**config.mk**
```make
export PLATFORM = sky130hd
export DESIGN_NAME = md_issue_ctrl_flat
export DESIGN_NICKNAME = d
export VERILOG_FILES = /design/src/rtl/md_issue_ctrl_pkg.sv /design/src/rtl/md_issue_ctrl_if.sv /design/src/rtl/md_issue_ctrl.sv /design/src/flat_wrapper.sv
export SDC_FILE = /design/constraint.sdc
export NUM_CORES = 1
export LEC_CHECK = 0
export BUFFER_PORTS_ARGS = -buffer_cell sky130_fd_sc_hd__buf_2
export CAP_MARGIN = 25
export CORE_MARGIN = 5
export CORE_UTILIZATION = 27
export DETAILED_ROUTE_END_ITERATION = 7
export PLACE_DENSITY = 0.79
export SLEW_MARGIN = 10
export SYNTH_ARGS = -nofsm -noshare
export SYNTH_HDL_FRONTEND = slang
export SYNTH_SLANG_ARGS = --single-unit
```
**constraint.sdc**
```tcl
create_clock -name Clk -period 1.9 [get_ports Clk]
set_clock_uncertainty 0.15 [all_clocks]
set_input_delay 0.19 -clock Clk [delete_from_list [all_inputs] [get_ports Clk]]
set_output_delay 0.19 -clock Clk [all_outputs]
set_load 0.05 [all_outputs]
```
**src/rtl/md_issue_ctrl_pkg.sv**
```systemverilog
`default_nettype none
// ============================================================================
//  Module      : md_issue_ctrl_pkg
//  Description : Shared HILO op codes, default latencies and state encoding
//                for the E-stage multiply/divide issue controller.
//  Revision    : 1.0 - initial release
// ============================================================================
package md_issue_ctrl_pkg;

  // Op-code width of the HILO interface.
  localparam int c_HILO_OP_W = 4;

  // HILO op codes, shared with the HILO unit and the decoder.
  localparam logic [c_HILO_OP_W-1:0] c_HILO_NONE  = 4'd0;
  localparam logic [c_HILO_OP_W-1:0] c_HILO_MULT  = 4'd1;
  localparam logic [c_HILO_OP_W-1:0] c_HILO_MULTU = 4'd2;
  localparam logic [c_HILO_OP_W-1:0] c_HILO_DIV   = 4'd3;
  localparam logic [c_HILO_OP_W-1:0] c_HILO_DIVU  = 4'd4;
  localparam logic [c_HILO_OP_W-1:0] c_HILO_MFHI  = 4'd5;
  localparam logic [c_HILO_OP_W-1:0] c_HILO_MFLO  = 4'd6;
  localparam logic [c_HILO_OP_W-1:0] c_HILO_MTHI  = 4'd7;
  localparam logic [c_HILO_OP_W-1:0] c_HILO_MTLO  = 4'd8;

  // Default unit latencies: issue edge to HI/LO write edge.
  localparam int c_MULT_LAT_DEF = 5;
  localparam int c_DIV_LAT_DEF  = 10;

  // Issue controller state: IDLE (unit free) or RUN (operation in flight).
  typedef enum logic [0:0] {
    ST_IDLE = 1'b0,
    ST_RUN  = 1'b1
  } md_state_e;

endpackage : md_issue_ctrl_pkg
`default_nettype wire

```
**src/rtl/md_issue_ctrl_if.sv**
```systemverilog
`default_nettype none
// ============================================================================
//  Module      : md_issue_ctrl_if
//  Description : E-stage md handshake bundle between the pipeline, the
//                issue controller and the HILO unit.
//                master : issue controller side
//                slave  : pipeline / HILO unit side
//  Revision    : 1.0 - initial release
// ============================================================================
interface md_issue_ctrl_if #(
  parameter int OP_W  = 4,
  parameter int CNT_W = 4
);

  // Pipeline to controller
  logic             Req;
  logic             E_Valid;
  logic [OP_W-1:0]  E_MdOp;
  logic [31:0]      E_RsVal;
  logic [31:0]      E_RtVal;

  // HILO unit to controller
  logic             Mdu_Busy;

  // Controller to HILO unit
  logic [OP_W-1:0]  Mdu_Op;
  logic [31:0]      Mdu_D1;
  logic [31:0]      Mdu_D2;

  // Controller to pipeline / status
  logic             Stall_E;
  logic             Pending;
  logic [CNT_W-1:0] Remain;
  logic             Err;

  modport master (
    input  Req, E_Valid, E_MdOp, E_RsVal, E_RtVal, Mdu_Busy,
    output Mdu_Op, Mdu_D1, Mdu_D2, Stall_E, Pending, Remain, Err
  );

  modport slave (
    output Req, E_Valid, E_MdOp, E_RsVal, E_RtVal, Mdu_Busy,
    input  Mdu_Op, Mdu_D1, Mdu_D2, Stall_E, Pending, Remain, Err
  );

endinterface : md_issue_ctrl_if
`default_nettype wire

```
**src/rtl/md_issue_ctrl.sv**
```systemverilog
`default_nettype none
// ============================================================================
//  Module      : md_issue_ctrl
//  Description : Initiator side of the E-stage multiply/divide handshake.
//                Forwards the decoded md op and operands to the HILO unit,
//                tracks the unit latency with a shadow countdown, stalls E
//                for md instructions that meet an operation in flight, and
//                raises a sticky flag if the shadow and the unit disagree.
//  Revision    : 1.0 - initial release
// ============================================================================
module md_issue_ctrl
  import md_issue_ctrl_pkg::*;
#(
  parameter int OP_W     = c_HILO_OP_W,
  parameter int MULT_LAT = c_MULT_LAT_DEF,
  parameter int DIV_LAT  = c_DIV_LAT_DEF,
  parameter int CNT_W    = 4
) (
  input  wire logic         Clk,
  input  wire logic         Rst,
  md_issue_ctrl_if.master   bus
);

  // --------------------------------------------------------------------------
  // Op-class decode helpers
  // --------------------------------------------------------------------------
  function automatic logic f_is_mul(input logic [OP_W-1:0] op);
    return (op == OP_W'(c_HILO_MULT)) || (op == OP_W'(c_HILO_MULTU));
  endfunction

  function automatic logic f_is_div(input logic [OP_W-1:0] op);
    return (op == OP_W'(c_HILO_DIV)) || (op == OP_W'(c_HILO_DIVU));
  endfunction

  function automatic logic f_is_start(input logic [OP_W-1:0] op);
    return f_is_mul(op) || f_is_div(op);
  endfunction

  function automatic logic f_is_access(input logic [OP_W-1:0] op);
    return (op == OP_W'(c_HILO_MFHI)) || (op == OP_W'(c_HILO_MFLO)) ||
           (op == OP_W'(c_HILO_MTHI)) || (op == OP_W'(c_HILO_MTLO));
  endfunction

  // --------------------------------------------------------------------------
  // Signals
  // --------------------------------------------------------------------------
  localparam logic [CNT_W-1:0] c_ONE      = CNT_W'(1);
  localparam logic [CNT_W-1:0] c_MULT_CNT = CNT_W'(MULT_LAT);
  localparam logic [CNT_W-1:0] c_DIV_CNT  = CNT_W'(DIV_LAT);

  md_state_e        r_state;
  md_state_e        w_state_nxt;
  logic [CNT_W-1:0] r_remain;
  logic [CNT_W-1:0] w_remain_nxt;
  logic             r_err;
  logic             w_err_set;

  logic             w_e_start;
  logic             w_e_md;
  logic             w_stall;
  logic [OP_W-1:0]  w_mdu_op;

  // Classify E instruction, derive stall and the op actually sent to the unit.
  // Stall depends on current state only, so a start op meeting the final RUN
  // cycle is held one cycle and issues from IDLE on the next.
  always_comb begin
    w_e_start = f_is_start(bus.E_MdOp);
    w_e_md    = w_e_start | f_is_access(bus.E_MdOp);
    w_stall   = (r_state == ST_RUN) & bus.E_Valid & w_e_md;
    w_mdu_op  = '0;
    if (Rst && bus.E_Valid && !bus.Req && !w_stall) begin
      w_mdu_op = bus.E_MdOp;
    end
  end

  // State register and shadow countdown.
  always_ff @(posedge Clk or negedge Rst) begin
    if (!Rst) begin
      r_state  <= ST_IDLE;
      r_remain <= '0;
    end else begin
      r_state  <= w_state_nxt;
      r_remain <= w_remain_nxt;
    end
  end

  // Next-state logic; a flushed cycle (Req) is ignored by the unit, so the
  // shadow holds as well.
  always_comb begin
    w_state_nxt  = r_state;
    w_remain_nxt = r_remain;
    case (r_state)
      ST_IDLE: begin
        if (!bus.Req && bus.E_Valid && w_e_start) begin
          w_state_nxt  = ST_RUN;
          w_remain_nxt = f_is_div(bus.E_MdOp) ? c_DIV_CNT : c_MULT_CNT;
        end
      end
      ST_RUN: begin
        if (!bus.Req) begin
          if (r_remain == c_ONE) begin
            w_state_nxt  = ST_IDLE;
            w_remain_nxt = '0;
          end else begin
            w_remain_nxt = r_remain - c_ONE;
          end
        end
      end
      default: begin
        w_state_nxt  = ST_IDLE;
        w_remain_nxt = '0;
      end
    endcase
  end

  // Shadow/unit disagreement: unit idle while we count, or unit busy while
  // we are idle and nothing is being started this cycle.
  always_comb begin
    w_err_set = ((r_state == ST_RUN)  && !bus.Mdu_Busy) ||
                ((r_state == ST_IDLE) && !f_is_start(w_mdu_op) && bus.Mdu_Busy);
  end

  // Sticky error flag, cleared only by reset.
  always_ff @(posedge Clk or negedge Rst) begin
    if (!Rst) begin
      r_err <= 1'b0;
    end else if (w_err_set) begin
      r_err <= 1'b1;
    end
  end

  // --------------------------------------------------------------------------
  // Outputs
  // --------------------------------------------------------------------------
  assign bus.Mdu_Op  = w_mdu_op;
  assign bus.Mdu_D1  = bus.E_RsVal;
  assign bus.Mdu_D2  = bus.E_RtVal;
  assign bus.Stall_E = w_stall;
  assign bus.Pending = (r_state == ST_RUN);
  assign bus.Remain  = r_remain;
  assign bus.Err     = r_err;

endmodule : md_issue_ctrl
`default_nettype wire
```
**src/flat_wrapper.sv**
```systemverilog
// flat-port wrapper written by rule: the top's interface ports become plain ports
module md_issue_ctrl_flat import md_issue_ctrl_pkg::*;
#(
  parameter int OP_W     = c_HILO_OP_W,
  parameter int MULT_LAT = c_MULT_LAT_DEF,
  parameter int DIV_LAT  = c_DIV_LAT_DEF,
  parameter int CNT_W    = 4
)
  (Clk, Rst, bus_Req, bus_E_Valid, bus_E_MdOp, bus_E_RsVal, bus_E_RtVal, bus_Mdu_Busy, bus_Mdu_Op, bus_Mdu_D1, bus_Mdu_D2, bus_Stall_E, bus_Pending, bus_Remain, bus_Err);
  md_issue_ctrl_if #(.OP_W(OP_W), .CNT_W(CNT_W)) bus_i ();
  input  wire logic Clk;
  input  wire logic Rst;
  input wire logic [$bits(bus_i.Req)-1:0] bus_Req;
  input wire logic [$bits(bus_i.E_Valid)-1:0] bus_E_Valid;
  input wire logic [$bits(bus_i.E_MdOp)-1:0] bus_E_MdOp;
  input wire logic [$bits(bus_i.E_RsVal)-1:0] bus_E_RsVal;
  input wire logic [$bits(bus_i.E_RtVal)-1:0] bus_E_RtVal;
  input wire logic [$bits(bus_i.Mdu_Busy)-1:0] bus_Mdu_Busy;
  output wire logic [$bits(bus_i.Mdu_Op)-1:0] bus_Mdu_Op;
  output wire logic [$bits(bus_i.Mdu_D1)-1:0] bus_Mdu_D1;
  output wire logic [$bits(bus_i.Mdu_D2)-1:0] bus_Mdu_D2;
  output wire logic [$bits(bus_i.Stall_E)-1:0] bus_Stall_E;
  output wire logic [$bits(bus_i.Pending)-1:0] bus_Pending;
  output wire logic [$bits(bus_i.Remain)-1:0] bus_Remain;
  output wire logic [$bits(bus_i.Err)-1:0] bus_Err;
  assign bus_i.Req = bus_Req;
  assign bus_i.E_Valid = bus_E_Valid;
  assign bus_i.E_MdOp = bus_E_MdOp;
  assign bus_i.E_RsVal = bus_E_RsVal;
  assign bus_i.E_RtVal = bus_E_RtVal;
  assign bus_i.Mdu_Busy = bus_Mdu_Busy;
  assign bus_Mdu_Op = bus_i.Mdu_Op;
  assign bus_Mdu_D1 = bus_i.Mdu_D1;
  assign bus_Mdu_D2 = bus_i.Mdu_D2;
  assign bus_Stall_E = bus_i.Stall_E;
  assign bus_Pending = bus_i.Pending;
  assign bus_Remain = bus_i.Remain;
  assign bus_Err = bus_i.Err;
  md_issue_ctrl #(.OP_W(OP_W), .MULT_LAT(MULT_LAT), .DIV_LAT(DIV_LAT), .CNT_W(CNT_W)) u_core (.Clk(Clk), .Rst(Rst), .bus(bus_i));
endmodule
```
==> results.cfg <==
[synthesis]
ys_types = 28
synthesis.nets = 193
avgSynthCellArea_sq_um = 8.25
yosysTopAreaCell = buf_4
ys_ff_latch = 6
synth_area_leaders = buf_4, dfrtp_1, o211a_1
yosysTopAreaCellShare = 0.494
yosys_warnings = 0
synth-seq-area-share = 0.154
synth_area_sq_um = 973
synthFlopType = dfrtp_1
synthCells = 118
synth-edff-count = 0
synthArstFlopShare = 1.00

[timing]
min_period_over_period = 0.949
clock.fmax_ghz = 0.555
slew_viol_final = 0
max_slew.worst_pin.slew_ns = 0.467
fin_ws_ns = 0.0974
relSlewSlack = 0.686
final_hold_viol_count = 0
grt_setup_unrepaired = no
period_needed_ns = 1.80
fin_setup_tns_ns = 0
whs_ns = 0.0645
final-setup-viol-count = 0

[layout]
n_antenna_cell = 0
multi_input_area_sq_um = 312
ff_latch_area_sq_um = 151
final_layout_size_suffix_gt1_frac = 0.375
fillCellCount = 396
utilization = 0.207
area_growth_pct = -27.4
final_nets = 156

[grt]
grt_overflow = 0
antenna_found_initial = 0
grt_use_total = 0.0661
grt_pass1_vias = 633
grt_max_degree = 9
grt_pass1_wl_mm = 2.61

[clock_network]
clkLatencyLatePin_ns = 0.25
clkTransAtPathRegs_ns = 0.05
cts_made_buffers = 3
cts_tree = yes
cts-root-buf = clkbuf_4
htreeDepth = 1
clockBufferDepth = 2
numClockSinks = 6

[detailed_routing]
wirelength_mm = 1.60
drc = 0
vias = 569
drt_first_pass_iters = 4
ant_nets = 0
wire_per_inst_um = 12.7
via_per_inst = 4.52
drtIter0Drc = 17

[placed_design]
gp_congestion = 0.782
io_buffer_count = 19
place_hpwl_mm = 1.33
place_ws_ns = 0.103

[critical_path]
path_class = reg -> reg
crit_fanout = 3
arrival_ns = 1.78
cp_slowest_cell = or4b_4
cp_data_required_time_ns = 1.88
max_stage_delay_ns = 0.48
crit_path_cell_trace = or4b_4, or3_1, a311o_1
startpoint_type = flip-flop
endpoint_kind = flip-flop
worstRegToRegCells = 3

[die]
ioPinCount = 148
die_y_um = 70.0
fp.dieArea_sq_um = 4910
initial_core_util = 0.285
die_width_um = 70.0
core_area_sq_um = 3420
rows = 21

[power_and_ir_drop]
power.total_mw = 0.944
leakagePower_nw = 0.335
ir_worst_vdd_v = 0.000365
cellPowerDensity_nw_per_um2 = 1340

[worst_hold_path]
whs_path_depth = 3
hp-class = in -> reg

[job]
maxCapViolations = 0

[status]
status = complete, no violations
repair_timing:
item | in CTS | in global routing
setup buffers | 0 | 0
hold buffers | 1 | 0
endpoints found under the setup margin | 0 | 4
gates resized for setup | 0 | 5
hold endpoints to repair | 6 | 0
stage by stage:
step	instances	area (sq um)
after detailed placement	121	658
after global routing	126	707
final	126	707
after global placement	121	658
after CTS	126	694
after floorplan	118	975
synth_stat cells (all sizes together) (2+ instances only):
master and instances:
buf 65, dfrtp 6, inv 6, nor3 5, o211a 4, a21oi 3
a311o 3, nand3b 3, nor2 3, ha 2, nand2b 2
layout make-up:
class,count,share of cell area
Sequential cell,6,0.214
Inverter,6,0.0319
Multi-Input combinational cell,41,0.441
Clock buffer,4,0.0372
Timing Repair Buffer,23,0.195
Tap cell,46,0.0814
per-layer routing:
metal	GRT usage	wire (um)
met5	0	0
met4	0.0638	96
met3	0.0230	138
met2	0.131	860
met1	0.0446	502
state kept, by name, summed over array words and instances (netlist names):
name and cells:
u_core.bus.Pending 1, u_core.bus.Remain 4, u_core.bus.Err 1
power breakdown:
part / switching [mW] / internal (mW) / total (mW)
logic: 0.383 / 0.198 / 0.581
registers: 0.0510 / 0.184 / 0.235
clock network: 0.0491 / 0.0797 / 0.129
total: 0.483 / 0.461 / 0.944
cells by family after synthesis:
kind of cell    after synthesis  share of synthesized area
buf+inv                      71                      0.528
mux                           1                     0.0116
simple gates                 21                      0.135
xor+xnor                      2                     0.0180
compound gates               15                      0.127
flops                         6                      0.154
fa+ha+maj                     2                     0.0257
worst max-delay path: cells and delay by family, from the launching register on:
kind            cells  cell delay [ns]
simple gates        2             0.81
flops               1             0.40
compound gates      1             0.32
path summary, 6_finish.rpt:
kind | start | endpoint | slack [ns]
worst max-delay path | u_core.bus.Pending | u_core.bus.Remain[2] | 0.1
worst min-delay path | bus_Mdu_Busy | u_core.bus.Err | 0.06
worst max register to register | u_core.bus.Pending | u_core.bus.Remain[2] | 0.1
worst min register to register | u_core.bus.Err | u_core.bus.Err | 0.33
max in group asynchronous | Rst | u_core.bus.Pending | 1.20
min in group asynchronous | Rst | u_core.bus.Remain[2] | 0.26
cell usage in the layout, fill, tap and decap left out, types with 3 or more instances in the layout:
cell,count
o211a_1,4
buf_2,15
clkbuf_4,7
nor3_1,5
buf_4,3
dfrtp_1,5
nand3b_1,3
inv_1,6
a21oi_1,3
a311o_1,3
Note: power is estimated with default switching activity, not from simulation.
